<file path="src/rtl/iir_channel_scheduler_if.sv">
// Channel request/data, initial-condition load and result bundle for the
// shared IIR channel scheduler.
interface iir_channel_scheduler_if #(
  parameter int unsigned NCH = 4,
  parameter int unsigned W   = 6
);
  localparam int unsigned CW = $clog2(NCH);

  logic [NCH-1:0]   req;
  logic [NCH*W-1:0] in_data;
  logic [NCH-1:0]   grant;
  logic             ic_load;
  logic [CW-1:0]    ic_chan;
  logic [W-1:0]     ic_data;
  logic             out_valid;
  logic [CW-1:0]    out_chan;
  logic [W-1:0]     out_data;

  modport master (
    output req, in_data, ic_load, ic_chan, ic_data,
    input  grant, out_valid, out_chan, out_data
  );

  modport slave (
    input  req, in_data, ic_load, ic_chan, ic_data,
    output grant, out_valid, out_chan, out_data
  );
endinterface

</file>
<file path="src/rtl/iir_channel_scheduler.sv">
// One first-order IIR datapath (y = x + y_prev/2) time-shared round-robin
// across NCH channels, with a per-channel feedback state bank.
module iir_channel_scheduler #(
  parameter int unsigned NCH = 4,
  parameter int unsigned W   = 6
) (
  input  logic                    clock,
  input  logic                    rst,
  iir_channel_scheduler_if.slave  bus
);
  localparam int unsigned CW = $clog2(NCH);

  typedef enum logic {IDLE, CALC} state_t;

  state_t         state_q, state_d;
  logic [CW-1:0]  ptr_q, ptr_d;
  logic [W-1:0]   x_q, x_d;
  logic [CW-1:0]  ch_q, ch_d;
  logic [NCH-1:0] grant_q, grant_d;
  logic           out_valid_q, out_valid_d;
  logic [CW-1:0]  out_chan_q, out_chan_d;
  logic [W-1:0]   out_data_q, out_data_d;
  logic [W-1:0]   st_q [NCH];
  logic [W-1:0]   st_d [NCH];

  logic [W-1:0]   in_arr [NCH];
  logic           sel_found;
  logic [CW-1:0]  sel_idx;
  logic [CW-1:0]  idx;
  logic [W-1:0]   y;

  always_comb begin
    for (int unsigned i = 0; i < NCH; i++) begin
      in_arr[i] = bus.in_data[i*W +: W];
    end
  end

  // Round-robin search starting at ptr; CW-bit wrap gives mod NCH for free.
  always_comb begin
    sel_found = 1'b0;
    sel_idx   = '0;
    idx       = '0;
    for (int unsigned k = 0; k < NCH; k++) begin
      idx = ptr_q + CW'(k);
      if (!sel_found && bus.req[idx]) begin
        sel_found = 1'b1;
        sel_idx   = idx;
      end
    end
  end

  always_comb begin
    state_d     = state_q;
    ptr_d       = ptr_q;
    x_d         = x_q;
    ch_d        = ch_q;
    grant_d     = '0;
    out_valid_d = 1'b0;
    out_chan_d  = out_chan_q;
    out_data_d  = out_data_q;
    st_d        = st_q;
    // W-bit add wraps exactly like a W+1-bit sum truncated to W bits.
    y           = x_q + (st_q[ch_q] >> 1);

    case (state_q)
      IDLE: begin
        if (sel_found) begin
          x_d              = in_arr[sel_idx];
          ch_d             = sel_idx;
          grant_d[sel_idx] = 1'b1;
          ptr_d            = sel_idx + CW'(1);
          state_d          = CALC;
        end
      end
      CALC: begin
        st_d[ch_q]  = y;
        out_data_d  = y;
        out_chan_d  = ch_q;
        out_valid_d = 1'b1;
        state_d     = IDLE;
      end
      default: state_d = IDLE;
    endcase

    // Applied last so an initial-condition load overrides a same-cycle result write.
    if (bus.ic_load) begin
      st_d[bus.ic_chan] = bus.ic_data;
    end
  end

  always_ff @(posedge clock or posedge rst) begin
    if (rst) begin
      state_q     <= IDLE;
      ptr_q       <= '0;
      x_q         <= '0;
      ch_q        <= '0;
      grant_q     <= '0;
      out_valid_q <= 1'b0;
      out_chan_q  <= '0;
      out_data_q  <= '0;
      for (int unsigned i = 0; i < NCH; i++) begin
        st_q[i] <= '0;
      end
    end else begin
      state_q     <= state_d;
      ptr_q       <= ptr_d;
      x_q         <= x_d;
      ch_q        <= ch_d;
      grant_q     <= grant_d;
      out_valid_q <= out_valid_d;
      out_chan_q  <= out_chan_d;
      out_data_q  <= out_data_d;
      st_q        <= st_d;
    end
  end

  assign bus.grant     = grant_q;
  assign bus.out_valid = out_valid_q;
  assign bus.out_chan  = out_chan_q;
  assign bus.out_data  = out_data_q;
endmodule

</file>
<file path="src/flat_wrapper.sv">
// flat-port wrapper written by rule: the top's interface ports become plain ports
module iir_channel_scheduler_flat 
#(
  parameter int unsigned NCH = 4,
  parameter int unsigned W   = 6
)
  (clock, rst, bus_req, bus_in_data, bus_ic_load, bus_ic_chan, bus_ic_data, bus_grant, bus_out_valid, bus_out_chan, bus_out_data);
  iir_channel_scheduler_if #(.NCH(NCH), .W(W)) bus_i ();
  input  logic clock;
  input  logic rst;
  input wire logic [$bits(bus_i.req)-1:0] bus_req;
  input wire logic [$bits(bus_i.in_data)-1:0] bus_in_data;
  input wire logic [$bits(bus_i.ic_load)-1:0] bus_ic_load;
  input wire logic [$bits(bus_i.ic_chan)-1:0] bus_ic_chan;
  input wire logic [$bits(bus_i.ic_data)-1:0] bus_ic_data;
  output wire logic [$bits(bus_i.grant)-1:0] bus_grant;
  output wire logic [$bits(bus_i.out_valid)-1:0] bus_out_valid;
  output wire logic [$bits(bus_i.out_chan)-1:0] bus_out_chan;
  output wire logic [$bits(bus_i.out_data)-1:0] bus_out_data;
  assign bus_i.req = bus_req;
  assign bus_i.in_data = bus_in_data;
  assign bus_i.ic_load = bus_ic_load;
  assign bus_i.ic_chan = bus_ic_chan;
  assign bus_i.ic_data = bus_ic_data;
  assign bus_grant = bus_i.grant;
  assign bus_out_valid = bus_i.out_valid;
  assign bus_out_chan = bus_i.out_chan;
  assign bus_out_data = bus_i.out_data;
  iir_channel_scheduler #(.NCH(NCH), .W(W)) u_core (.clock(clock), .rst(rst), .bus(bus_i));
endmodule
</file>
<file path="config.mk">
export PLATFORM = sky130hd
export DESIGN_NAME = iir_channel_scheduler_flat
export DESIGN_NICKNAME = d
export VERILOG_FILES = /design/src/rtl/iir_channel_scheduler_if.sv /design/src/rtl/iir_channel_scheduler.sv /design/src/flat_wrapper.sv
export SDC_FILE = /design/constraint.sdc
export NUM_CORES = 1
export LEC_CHECK = 0
export CAP_MARGIN = 20
export CORE_MARGIN = 5
export CORE_UTILIZATION = 46
export DETAILED_ROUTE_END_ITERATION = 8
export GPL_TIMING_DRIVEN = 1
export PLACE_DENSITY = 0.77
export SYNTH_ARGS = -nofsm -noshare
export SYNTH_HDL_FRONTEND = slang
export SYNTH_SLANG_ARGS = --single-unit
</file>
<file path="constraint.sdc">
create_clock -name clock -period 2.6 [get_ports clock]
set_input_delay 0.52 -clock clock [delete_from_list [all_inputs] [get_ports clock]]
set_output_delay 0.52 -clock clock [all_outputs]
set_load 0.005 [all_outputs]
</file>
---- Yosys cells after proc, flatten, opt, wreduce, memory -nomap -nowiden ----
Cells that the tools add are included.
storage, ports and cells
  flip-flop bits (word level) ............. 48
  bits of input ports ..................... 39
  output and inout bits ................... 13
  word-level logic and storage cells ...... 79
operators by class
  add/subtract/negate cells ............... 5
  order comparisons ....................... 11
  mux-type cells .......................... 37
  bitwise operators ....................... 4
  reduce and logical (&&, ||, !) cells .... 10
operators with widths
  cell                   count
  $bwmux W24             2
  $mux W24               2
  $mux W6                6
  $bmux W6 S2            2
  $demux W6 S2           2
  $lt A2 B3 Y1 const B   5
  $mux W1                11
  $ge A3 B3 Y1 const B   3
  $not A2 Y3             3
  $bmux W1 S2            4
  $mux W2                4
  $mux W4                2
  $add A6 B5 Y6          1
  $logic_and A1 B1 Y1    6
  $lt A3 B1 Y1 const B   2
  $add A2 B1 Y2 const B  2
  $add A2 B2 Y2 const B  2
  $logic_not A1 Y1       3
  $demux W1 S2           1
  $ge A2 B1 Y1 const B   1
  $pmux W1 S2            1
  $reduce_and A2 Y1      1
  $not A1 Y1             1

---- Longest topological paths before layout ----
  depth after elaboration ................. 18
  mapped depth ............................ 10
  depth with buffers taken out ............ 9

---- Least setup slack after synthesis ----
No wires, ideal clock.
  path kind ............................... register to register
  start point ............................. reg u_core.ch_q[0]
  end point ............................... reg u_core.st_q[23] in the netlist's numbering
  library setup time ...................... 0.066 ns
  arrival time ............................ 2.532 ns
  required time ........................... 2.534 ns
  path slack .............................. 0.002 ns
  stages on the path, launching flop included .. 9
  path buffers ............................ 1
  clock period less this slack ............ 2.598 ns
  cells stage by stage .................... dfrtp_1 -> buf_2 -> mux4_2 -> ha_1 -> nand2_1 -> o21a_1 -> o311ai_0 -> mux2_2 -> mux2_2
RTL lines
  element                 line                          RTL
  start, declared         iir_channel_scheduler.sv:18   logic [CW-1:0] ch_q, ch_d;
  start signal, assigned  iir_channel_scheduler.sv:108  ch_q <= ch_d;
  end signal, assigned    iir_channel_scheduler.sv:113  st_q <= st_d;
  end, declared           iir_channel_scheduler.sv:23   logic [W-1:0] st_q [NCH];

==> flow_summary_export.csv <==
group,metric,value,unit
sta,worst_pin_slew,558,ps
pwr,switching_power,1.84,mW
placement,hpwlAfterDp,4.21,mm
routing,route.detailed.drc,0,
pwr,swShare,0.379,
layout,antenna_cells,0,
yosys,synth_compound_area_frac,0.129,
clock_network,clock_path_buffers,2,
pwr,internal-power,3.00,mW
outcome,status,"complete, no violations",
global_routing,top_usage_layer,"met2",
yosys,async_flop_share,1.00,
global_routing,grt_util_all_layers,0.185,
yosys,synth_ff_type,"dfrtp_1",
setup_path,worst_path_max_delay_cell,"dfrtp_2",
layout,area_growth,38.0,%
sta,finClkSkew,4.55,ps
clock_network,cts_tree,"yes",
pwr,combPwrFrac,0.622,
routing,vias,1906,
placement,placedCellCount,352,
min_path,hold_depth,1,
yosys,ys_warn_count,0,
routing,viasPerCell,5.31,
global_routing,antenna_found_initial,0,
floorplan,ios,52,
floorplan,start_util,0.476,
floorplan,die_y,82.7,microns
yosys,netlist_area,2430,sq um
pwr,p_leak,1.43,nW
yosys,yosysSeqAreaShare,0.453,
clock_network,clkLatencyLatePin,290,ps
yosys,synth_top_cell_by_area,"dfrtp_1",
setup_path,crit_path_end_kind,"flop",
yosys,synth_seq_cells,44,
layout,fillCellCount,422,
setup_path,path_class,"reg2reg",
setup_path,crit_chain,"mux4_2 > ha_2 > inv_1 > fa_2 > nor2b_2 > o21ai_2 > and3_4 > or3_1 > a31oi_2",
layout,fin_cells,359,
clock_network,cts-buffers-inserted,5,
clock_network,path_clk_slew,80,ps
global_routing,grt_use_met2,0.309,
pwr,p_seq_frac,0.263,
routing,totalWireLength,5.69,mm
floorplan,num_rows,26,
clock_network,cts_sinks,44,
sta,setup_viol,0,
setup_path,reg2reg_depth,9,
sta,fmax,0.395,GHz
layout,stdcell_area,3350,sq um
routing,wl_per_cell,15.9,microns
min_path,hold_class,"reg2reg",
sta,post-route-min-period,2530,ps
global_routing,grt_util_met3,0.0293,
setup_path,crit_path_max_fanout,6,
placement,finalWeightedCongestion,0.814,
yosys,synthCells,221,
global_routing,grt_pass1_vias,1945,
floorplan,core,5110,sq um
yosys,synthAdderAreaFrac,0.0546,
sta,final.setup.tns,0,ps
floorplan,dieArea,6830,sq um
yosys,synth_cell_types,41,
global_routing,grt_pass1_wl,9.52,mm
sta,min_period_over_period,0.974,
routing,drtIter0Drc,119,
setup_path,cp_data_required_time,2810,ps
yosys,avgSynthCellArea,11.0,sq um
flow_run,cap_violations,0,
global_routing,grt_max_degree,45,
routing,dr.pass1.iters,4,
pwr,power.share.clock,0.115,
placement,placed_cell_area,3120,sq um
yosys,syn_nets,270,
sta,hold_violations,0,
placement,pre_cts_slack,-195,ps
yosys,synth_simple_gate_area_frac,0.128,
clock_network,htree_levels,2,
clock_network,post_cts_buffers,0,
sta,setup_slack,66.9,ps
yosys,synth_top_area_frac,0.453,
yosys,synth_edf_count,0,
setup_path,start_kind,"flop",
floorplan,die_w,82.7,microns
setup_path,slowest_delay,490,ps
layout,drive_above_1_share,0.246,
pwr,power_density,1440,nW/um^2
placement,io_buffers,50,
global_routing,use_met1,0.246,
sta,holdWs,517,ps
sta,slew_viol_final,0,
routing,ant_nets,0,
yosys,synth_xor_xnor_area_share,0.00721,
clock_network,root_buffer,"clkbuf_8",
setup_path,cp.arrival,2740,ps
global_routing,overflow,0,
yosys,synth_top_family_by_area,"multiplexers",
yosys,synth_area_leaders,"dfrtp_1 (45%), mux4_2 (10%), mux2_2 (6.5%)",
layout,fin_nets,337,
pwr,peakVddDrop,802,uV
yosys,synthMuxAreaShare,0.194,
sta,slew_headroom,0.628,
## worst max-delay path, delay by kind of cell (launching register included)
kind	cells	cell delay (ps)
fa+ha+maj	2	540
buf+inv	1	60
compound gates	2	270
mux	1	360
simple gates	3	710
flops	1	490
## synth_stat cells (all sizes together), types with 2 or more instances
master	instances
mux4	11
nand2b	2
and2	4
mux2i	5
or3	3
o21a	4
nor2	28
a31oi	3
mux2	15
nand3	3
or3b	2
clkbuf	2
dfrtp	44
ha	9
a21oi	22
nand3b	3
o211ai	3
buf	4
nand2	16
o21ai	6
inv	15
## metal layers
| metal | routed length (microns) | part of all wire |
|---|---|---|
| met3 | 229 | 0.040 |
| met4 | 85 | 0.015 |
| met2 | 3000 | 0.53 |
| met5 | 0 | 0 |
| met1 | 2380 | 0.42 |
## flip-flops by register name, summed over array words and instances (netlist names)
signal                cells
u_core.bus.grant          4
u_core.bus.out_chan       2
u_core.bus.out_data       6
u_core.bus.out_valid      1
u_core.ch_q               2
u_core.ptr_q              2
u_core.st_q              20
u_core.state_q            1
u_core.x_q                6
## cell families after synthesis
family,Yosys count
buffers and inverters,21
xor gates and xnor gates,2
DFF,44
muxes,31
and+or+nand+nor,66
AOI/OAI and AO/OA,47
adders and majority gates,10
## area by class of cell
cell class                      instances  area, sq um  area share
Clock buffer                            7         96.3      0.0288
Sequential cell                        44         1100       0.329
Multi-Input combinational cell        156         1350       0.404
Timing Repair Buffer                   66          624       0.186
Tap cell                               70         87.6      0.0261
Clock inverter                          1         30.0     0.00896
Inverter                               15         56.3      0.0168
## worst paths after layout
path / from / to / slack [ps]
worst max-delay path: u_core.ch_q[0] / u_core.st_q[4] / 70
worst min-delay path: u_core.bus.out_data[0] / u_core.bus.out_data[0] / 520
worst max register to register: u_core.ch_q[0] / u_core.st_q[4] / 70
worst min register to register: u_core.bus.out_data[0] / u_core.bus.out_data[0] / 520
max in group asynchronous: rst / u_core.ch_q[0] / 1520
min in group asynchronous: rst / u_core.ptr_q[1] / 670
## layout by cell type (no fill, tap or decap), types with 2 or more instances in the layout
cell type         n
ha_1              5
dfrtp_2           2
a21oi_2           2
inv_1            15
nand2_1          16
o21a_1            4
dfrtp_1          42
nand2b_1          2
and2_1            4
clkdlybuf4s50_1  50
ha_4              3
clkbuf_8          7
or3_1             3
mux2_2           14
nand3b_1          3
mux4_2           11
mux2i_1           5
o21ai_0           5
a31oi_1           2
nor2_1           28
a21oi_1          19
buf_4            15
o211ai_1          3
nand3_1           3
## timing repair
| item | in CTS | in global routing |
|---|---|---|
| pin swaps | 4 | 6 |
| resized for setup | 8 | 15 |
| endpoints found under the setup margin | 12 | 13 |
| endpoints found under the hold margin | 0 | 0 |
| hold buffers | 0 | 0 |
## stage by stage
| step | power, mW | utilization |
|---|---|---|
| floorplan | 2.76 | - |
| global placement | 3.76 | 0.610 |
| detailed placement | 3.85 | 0.610 |
| CTS | 4.53 | 0.640 |
| global route | 5.21 | 0.656 |
| finish | 4.84 | 0.656 |
## power groups by stage
stage          logic (mW)  registers [mW]  clock network, mW
6_report             3.01            1.27              0.558
5_1_grt              3.28            1.32              0.609
4_1_cts              2.70            1.26              0.570
3_5_place_dp         2.58            1.26                  0
3_3_place_gp         2.51            1.25                  0
2_1_floorplan        1.59            1.17                  0
No activity file was read; power rests on OpenSTA's default activity.
